===== config.mk =====
export PLATFORM = sky130hd
export DESIGN_NAME = ring_input_vc
export DESIGN_NICKNAME = d
export VERILOG_FILES = /design/src/rtl/ring_input_vc.sv
export SDC_FILE = /design/constraint.sdc
export NUM_CORES = 1
export LEC_CHECK = 0
export ABC_AREA = 1
export CAP_MARGIN = 5
export CORE_AREA = 10 10 308 162
export CTS_BUF_LIST = sky130_fd_sc_hd__clkbuf_4
export DETAILED_ROUTE_END_ITERATION = 8
export DIE_AREA = 0 0 318 172
export DONT_BUFFER_PORTS = 1
export MAX_ROUTING_LAYER = met4
export SLEW_MARGIN = 20
export SYNTH_ARGS = -nofsm -noshare
export SYNTH_HDL_FRONTEND = slang
export SYNTH_SLANG_ARGS = --single-unit

===== constraint.sdc =====
create_clock -name clk -period 5.5 [get_ports clk]
set_input_delay 1.1 -clock clk [delete_from_list [all_inputs] [get_ports clk]]
set_output_delay 1.1 -clock clk [all_outputs]
set_load 0.01 [all_outputs]

===== src/rtl/ring_input_vc.sv =====
// Ring-router input port with NUM_VC virtual channels, each backed by a DEPTH-entry FIFO.
// Each VC head requests the PE output (hop==0) or the ring output (hop!=0, presented with hop decremented).
module ring_input_vc #(
  parameter int DATA_WIDTH = 64,
  parameter int NUM_VC     = 2,
  parameter int DEPTH      = 4,
  parameter int HOP_LSB    = 48,
  parameter int HOP_WIDTH  = 8,
  localparam int VC_W      = (NUM_VC > 1) ? $clog2(NUM_VC) : 1,
  localparam int PTR_W     = $clog2(DEPTH)
) (
  input  logic                           clk,
  input  logic                           rst,
  input  logic                           si,
  input  logic [VC_W-1:0]                vc_sel,
  input  logic [DATA_WIDTH-1:0]          di,
  output logic [NUM_VC-1:0]              ri,
  output logic [NUM_VC-1:0]              req_ring,
  output logic [NUM_VC-1:0]              req_pe,
  input  logic [NUM_VC-1:0]              gnt_ring,
  input  logic [NUM_VC-1:0]              gnt_pe,
  output logic [NUM_VC*DATA_WIDTH-1:0]   data_ring,
  output logic [NUM_VC*DATA_WIDTH-1:0]   data_pe,
  output logic [NUM_VC*(PTR_W+1)-1:0]    occ,
  output logic                           ovf
);

  localparam logic [PTR_W:0] FULL_CNT = (PTR_W+1)'(DEPTH);

  logic [NUM_VC-1:0] full_v;

  for (genvar v = 0; v < NUM_VC; v++) begin : g_vc
    logic [DATA_WIDTH-1:0] mem [DEPTH];
    logic [PTR_W-1:0]      wr_ptr;
    logic [PTR_W-1:0]      rd_ptr;
    logic [PTR_W:0]        cnt;
    logic                  empty;
    logic                  push;
    logic                  pop;
    logic [DATA_WIDTH-1:0] head;
    logic [DATA_WIDTH-1:0] head_dec;
    logic [HOP_WIDTH-1:0]  hop;

    assign empty     = (cnt == '0);
    assign full_v[v] = (cnt == FULL_CNT);
    assign ri[v]     = !full_v[v];
    assign push      = si && (vc_sel == VC_W'(v)) && !full_v[v];

    // Head is forced to zero when empty so both data outputs and the hop compare are clean.
    assign head        = empty ? '0 : mem[rd_ptr];
    assign hop         = head[HOP_LSB +: HOP_WIDTH];
    assign req_pe[v]   = !empty && (hop == '0);
    assign req_ring[v] = !empty && (hop != '0);
    assign pop         = (req_ring[v] && gnt_ring[v]) || (req_pe[v] && gnt_pe[v]);

    always_comb begin
      head_dec = head;
      head_dec[HOP_LSB +: HOP_WIDTH] = hop - HOP_WIDTH'(1);
      if (empty) head_dec = '0;
    end

    assign data_pe[v*DATA_WIDTH +: DATA_WIDTH]   = head;
    assign data_ring[v*DATA_WIDTH +: DATA_WIDTH] = head_dec;
    assign occ[v*(PTR_W+1) +: (PTR_W+1)]         = cnt;

    always_ff @(posedge clk) begin
      if (push) mem[wr_ptr] <= di;
    end

    always_ff @(posedge clk or negedge rst) begin
      if (!rst) begin
        wr_ptr <= '0;
        rd_ptr <= '0;
        cnt    <= '0;
      end else begin
        if (push) wr_ptr <= wr_ptr + PTR_W'(1);
        if (pop)  rd_ptr <= rd_ptr + PTR_W'(1);
        case ({push, pop})
          2'b10:   cnt <= cnt + (PTR_W+1)'(1);
          2'b01:   cnt <= cnt - (PTR_W+1)'(1);
          default: cnt <= cnt;
        endcase
      end
    end
  end

  always_ff @(posedge clk or negedge rst) begin
    if (!rst)                    ovf <= 1'b0;
    else if (si && full_v[vc_sel]) ovf <= 1'b1;
  end

endmodule


==> results of run 1 <==
flip-flops by register name (all words and copies together), names as in the netlist:
name	count
g_vc.rd_ptr	4
g_vc.wr_ptr	4
g_vc.mem	512
ovf	1
g_vc.cnt	6
what timing repair did:
item / 4_1_cts / 5_1_grt
hold buffers: 1 / 0
endpoints found under the hold margin: 15 / 0
endpoints found under the setup margin: 0 / 0
cells by family (layout without fill, tap and decap cells):
kind of cell | Yosys count | in the layout | share of synthesized area [%]
xor+xnor | 14 | 14 | 0.558
other cells | 0 | 2 | 0
fa+ha+maj | 15 | 15 | 0.923
simple gates | 653 | 653 | 12.0
compound gates | 360 | 360 | 8.23
flops | 527 | 527 | 71.7
buf+inv | 252 | 269 | 6.59
power groups by stage:
stage,Clock (W),Sequential [W],Combinational [W]
2_1_floorplan,0,0.00511,0.00486
3_3_place_gp,0,0.00522,0.00513
3_5_place_dp,0,0.00523,0.00520
4_1_cts,0.00309,0.00514,0.00522
5_1_grt,0.00330,0.00517,0.00572
6_report,0.00299,0.00513,0.00511
synthesized netlist by cell type, types with 11 or more instances:
cell | n | area (sq um)
o21ai_0 | 232 | 1160
inv_1 | 31 | 116
xor2_1 | 11 | 96.3
nor2_1 | 484 | 1820
nand2_1 | 98 | 368
inv_2 | 12 | 45.0
buf_4 | 117 | 878
clkbuf_1 | 39 | 146
ha_1 | 13 | 163
a21oi_1 | 124 | 621
buf_2 | 31 | 155
nand3_1 | 46 | 230
buf_1 | 19 | 71.3
edfxtp_1 | 512 | 15400
dfrtp_1 | 15 | 375
final cells by class:
cell class / count / area (sq um)
fillers: 3845 / 21300
flip-flops and latches: 527 / 15800
multi-input cells: 1042 / 4820
clock buffers: 173 / 1300
well taps: 598 / 748
repair buffers: 27 / 249
inverters: 43 / 168
clock inverters: 26 / 163
diodes: 2 / 5.00
per-layer routing:
layer,wire [um],up-vias,track usage (%)
met1,24400,6507,26.6
met5,0,-,-
li1,-,6184,-
met4,944,0,5.55
met2,22800,460,28.0
met3,3970,73,5.09
stage by stage:
step	power, W	area [sq um]	util [%]
global placement	0.0103	21700	48.7
floorplan	0.00997	22000	-
finish	0.0132	23200	52.1
global route	0.0142	23200	52.1
CTS	0.0135	23200	52.0
detailed placement	0.0104	21700	48.7
path summary, 6_finish.rpt:
check / start / endpoint / slack [ns]
worst max-delay path: g_vc[0].rd_ptr[0]$_DFFE_PN0N_ / data_pe[0] / 0.79
worst min-delay path: di[29] / g_vc[1].mem[3][29]$_DFFE_PP_ / 0.36
worst max register to register: g_vc[0].rd_ptr[0]$_DFFE_PN0N_ / g_vc[0].cnt[2]$_DFFE_PN0P_ / 1.69
worst min register to register: ovf$_DFFE_PN0P_ / ovf$_DFFE_PN0P_ / 0.57
max in group asynchronous: rst / g_vc[1].rd_ptr[0]$_DFFE_PN0P_ / 4.10
min in group asynchronous: rst / g_vc[1].cnt[2]$_DFFE_PN0P_ / 0.79
worst max-delay path: stages, from the launching register on:
cell and delay (ns):
dfrtp_4 0.73, inv_4 0.59, buf_4 0.60, o21ai_0 0.22, a21oi_1 0.51
==> flow_summary.toml, run 1 <==
[grt]
antenna_found_initial = 1
grt_max_degree = 79
grtUsageTotal_pct = 19.3
grt.overflow.total = 0
grt_pass1_vias = 12700
grt_first_pass_wirelength_um = 79000

[detailed_routing]
ant_nets = 0
wl_per_cell_um = 21.4
drtPass1Iterations = 7
viasPerCell = 5.42
routed_wirelength_um = 52200
drc = 0
drt_iter0_drc = 1110
vias = 13200

[pwr]
vdd_drop_max_uv = 613
powerDensity_mw_per_mm2 = 570
power_frac_comb_pct = 38.6
power_frac_clock_pct = 22.6
switching_share_pct = 43.1
leakagePower_nw = 7.98
switchingPower_w = 0.00571
internal_power_w = 0.00753
pwr-share-seq_pct = 38.8

[cts]
insertion_delay_ns = 0.83
htreeDepth = 3
post_cts_buffers = 0
root_buffer = "clkbuf_4"
cts_tree = "yes"
clkTransAtPathRegs_ns = 0.08
post_cts_resize_count = 0
cts_inserted_buffers = 115
cts_max_path_buffers = 3
clock-sinks = 527

[logic_synthesis]
ys_seq_area_share_pct = 71.7
synth_nets = 1908
synthCells = 1821
synth_area_sq_mm = 0.0220
yosysWarnings = 0
ys.flop_type = "edfxtp_1"
ys_async_sr_fraction_pct = 2.85
ys_ff_latch = 527
synth_area_per_cell_sq_um = 12.1
synth_edf_count = 512
ys_types = 28

[floorplan]
core_area_sq_mm = 0.0445
dieArea_sq_mm = 0.0547
ioPinCount = 341
start_util_pct = 49.3
dieWidth_um = 318
row_count = 55
fp.dieH_um = 172

[setup_path]
crit_type = "flop to output pin"
required_ns = 4.40
cp.arrival_ns = 3.61
cp_max_fo = 66
start_kind = "flop"
end_kind = "output pin"
rr_worst_depth = 18

[place]
dp_hpwl_um = 30100
pre_cts_slack_ns = 1.59
dp_cells = 2234
io_buffers = 0
gp_congestion = 0.793

[timing]
drv_slew = 0
setup_ws_ns = 0.790
max_freq_mhz = 212
fin_setup_tns_ns = 0
setup_viol = 0
hold_viol = 0
hold_ws_ns = 0.357
finalCriticalPeriod_ns = 4.71
fin_skew_ns = 0.0408
max_slew_margin_pct = 26.0
fin_crit_sh_pct = 85.6
rsz0062_at_grt = "no"
worstMarginPinSlew_ns = 1.11

[run]
maxCapViolCount = 0

[layout]
layout_common_cells = "512 x edfxtp_1, 476 x nor2_1, 232 x o21ai_0"
mostFrequentLayoutCell = "edfxtp_1"
syn_to_final_growth_pct = 5.74
nets = 1843
finalNonFillerCells = 2438
drive_gt1_share_pct = 13.5

[worst_hold_path]
hold_path_depth = 0
hold_path.class = "primary input to flop"

[status]
status = "completed"
(Power assumes the default switching activity.)
==> run 2: changes to the inputs <==
--- a/config.mk
+++ b/config.mk
@@ -13,6 +13,7 @@
 export DIE_AREA = 0 0 318 172
 export DONT_BUFFER_PORTS = 1
 export MAX_ROUTING_LAYER = met4
+export PLACE_DENSITY_LB_ADDON = 0.08
 export SLEW_MARGIN = 20
 export SYNTH_ARGS = -nofsm -noshare
 export SYNTH_HDL_FRONTEND = slang
==> run 2 against run 1 <==
Compared with the run above:
- worst hold slack worse by 0.00088 ns
- clock skew down 0.0083 ns
- global-route usage up 0.81 points
- clock power up 5%
- non-clock buffer count down 2
==> flow_summary.toml, run 2 (same netlist as run 1, synthesis figures left out) <==
[status]
status = "completed"

[layout]
syn_to_final_growth_pct = 6.21
finalNonFillerCells = 2454
largest_registers = "g_vc.mem (512), g_vc.cnt (6)"
nets = 1844
regMostFlops = "g_vc.mem"
mostFrequentLayoutCell = "edfxtp_1"
layout_common_cells = "512 x edfxtp_1, 476 x nor2_1, 232 x o21ai_0"
drive_gt1_share_pct = 14.5
fillers = 3890
largest_reg_flops = 512

[cts]
insertion_delay_ns = 0.84
cts_max_path_buffers = 3
clock-sinks = 527
post_cts_resize_count = 0
root_buffer = "clkbuf_4"
htreeDepth = 3
cts_tree = "yes"
clkTransAtPathRegs_ns = 0.07
cts_inserted_buffers = 118

[timing]
drv_slew = 0
rsz0062_at_grt = "no"
fin_setup_tns_ns = 0
fin_skew_ns = 0.0325
worstMarginPinSlew_ns = 1.03
setup_viol = 0
max_slew_margin_pct = 31.3
finalCriticalPeriod_ns = 4.98
hold_viol = 0
fin_crit_sh_pct = 90.6
max_freq_mhz = 201

[floorplan]
row_count = 55
fp.dieH_um = 172
core_area_sq_mm = 0.0445
dieArea_sq_mm = 0.0547
dieWidth_um = 318
ioPinCount = 341
start_util_pct = 49.3

[place]
io_buffers = 0
dp_hpwl_um = 32000
gp_congestion = 0.775
dp_cells = 2234

[setup_path]
cp_max_fo = 78
reg2reg_from = "g_vc[0].rd_ptr[0]$_DFFE_PN0N_"
cp.arrival_ns = 3.88
crit_start = "g_vc[0].rd_ptr[0]$_DFFE_PN0N_"
required_ns = 4.40
slowest_delay_ns = 0.83
crit_type = "flop to output pin"
crit_slowest_cell = "dfrtp_4"
cpMostUsedCell = "nor2_1"
end_kind = "output pin"
start_kind = "flop"
rr_worst_depth = 17
crit_chain = "buf_4 -> nor2_1 -> nor2_1 -> o21ai_0 -> nand2_1 -> nand2_1 -> ha_1 -> nand3_1 -> nor2_1 -> xor2_1 -> nor2_1"

[pwr]
leakagePower_nw = 8.05
powerDensity_mw_per_mm2 = 578
vdd_drop_max_uv = 296

[detailed_routing]
viasPerCell = 5.40
drtPass1Iterations = 5
wl_per_cell_um = 22.4
vias = 13200
ant_nets = 0
drt_iter0_drc = 1229
drc = 0
routed_wirelength_um = 55000

[grt]
grt_first_pass_wirelength_um = 81400
grt.overflow.total = 0
grtUsageTotal_pct = 20.1
grt_max_degree = 87
antenna_found_initial = 1
grt_pass1_vias = 12500

[worst_hold_path]
hold_path.class = "primary input to flop"
hold_path_depth = 0
worstHoldStart = "di[37]"

[run]
maxCapViolCount = 0
## run 2: cell types whose count changed in the layout (fill, tap and decap cells not counted), moves of 2 or more
cell      previous run  this run
buf_4               23        19
clkinv_1            20        17
clkinv_2             1         5
dfrtp_2              0         2
buf_16               2         0
buf_12               0         5
inv_4                2         0
inv_2               11        14
clkbuf_4           173       191
dfrtp_4              4         2
## run 2: where the power goes
part / switching (W) / internal (W) / leakage, nW
Clock: 0.00153 / 0.00161 / 0.948
Sequential: 0.000292 / 0.00488 / 4.81
Combinational: 0.00405 / 0.00112 / 2.29
Total: 0.00587 / 0.00761 / 8.05
## run 2: what timing repair did
item / CTS / global route
hold buffers: 1 / 0
setup buffers: 0 / 0
endpoints found under the hold margin: 15 / 0
## run 2: final timing paths
| check | end | slack (ns) |
|---|---|---|
| max | data_ring[54] | 0.52 |
| max reg2reg | g_vc[0].cnt[2]$_DFFE_PN0P_ | 1.40 |
| min reg2reg | ovf$_DFFE_PN0P_ | 0.57 |
| min | g_vc[1].mem[1][37]$_DFFE_PP_ | 0.36 |
| min in group asynchronous | g_vc[1].rd_ptr[1]$_DFFE_PN0P_ | 0.86 |
| max in group asynchronous | g_vc[0].rd_ptr[0]$_DFFE_PN0N_ | 3.96 |
## run 2: worst max-delay path, delay by kind of cell (launching register included)
| family | cells | cell delay (ns) |
|---|---|---|
| buf+inv | 1 | 0.76 |
| fa+ha+maj | 1 | 0.28 |
| compound gates | 1 | 0.10 |
| xor+xnor | 1 | 0.14 |
| simple gates | 7 | 0.84 |
| flops | 1 | 0.83 |
## run 2: stage by stage
step / hold slack (ns) / worst slack, ns / util (%) / total power, W / instance area (sq um)
2_1_floorplan: 0.513 / 0.848 / - / 0.00997 / 22000
3_3_place_gp: 0.562 / 1.32 / 48.8 / 0.0105 / 21700
3_5_place_dp: 0.557 / 1.34 / 48.8 / 0.0105 / 21700
4_1_cts: 0.235 / 0.383 / 52.4 / 0.0137 / 23300
5_1_grt: 0.224 / 0.0884 / 52.4 / 0.0144 / 23300
6_report: 0.356 / 0.517 / 52.4 / 0.0135 / 23300
## run 2: routing by layer
metal,vias to the layer above,global-route usage [%],share of wire [%]
li1,6189,-,-
met1,6534,28.0,48
met2,444,28.7,44
met3,73,5.48,7.0
met4,0,5.96,1.7
met5,-,-,0
## run 2: layout make-up
class,count,area (sq um),share of cell area (%)
Sequential cell,527,15800,67.6
Multi-Input combinational cell,1042,4820,20.7
Clock buffer,191,1430,6.15
Tap cell,598,748,3.21
Timing Repair Buffer,25,253,1.08
Inverter,43,164,0.703
Clock inverter,26,136,0.585
Antenna cell,2,5.00,0.0215
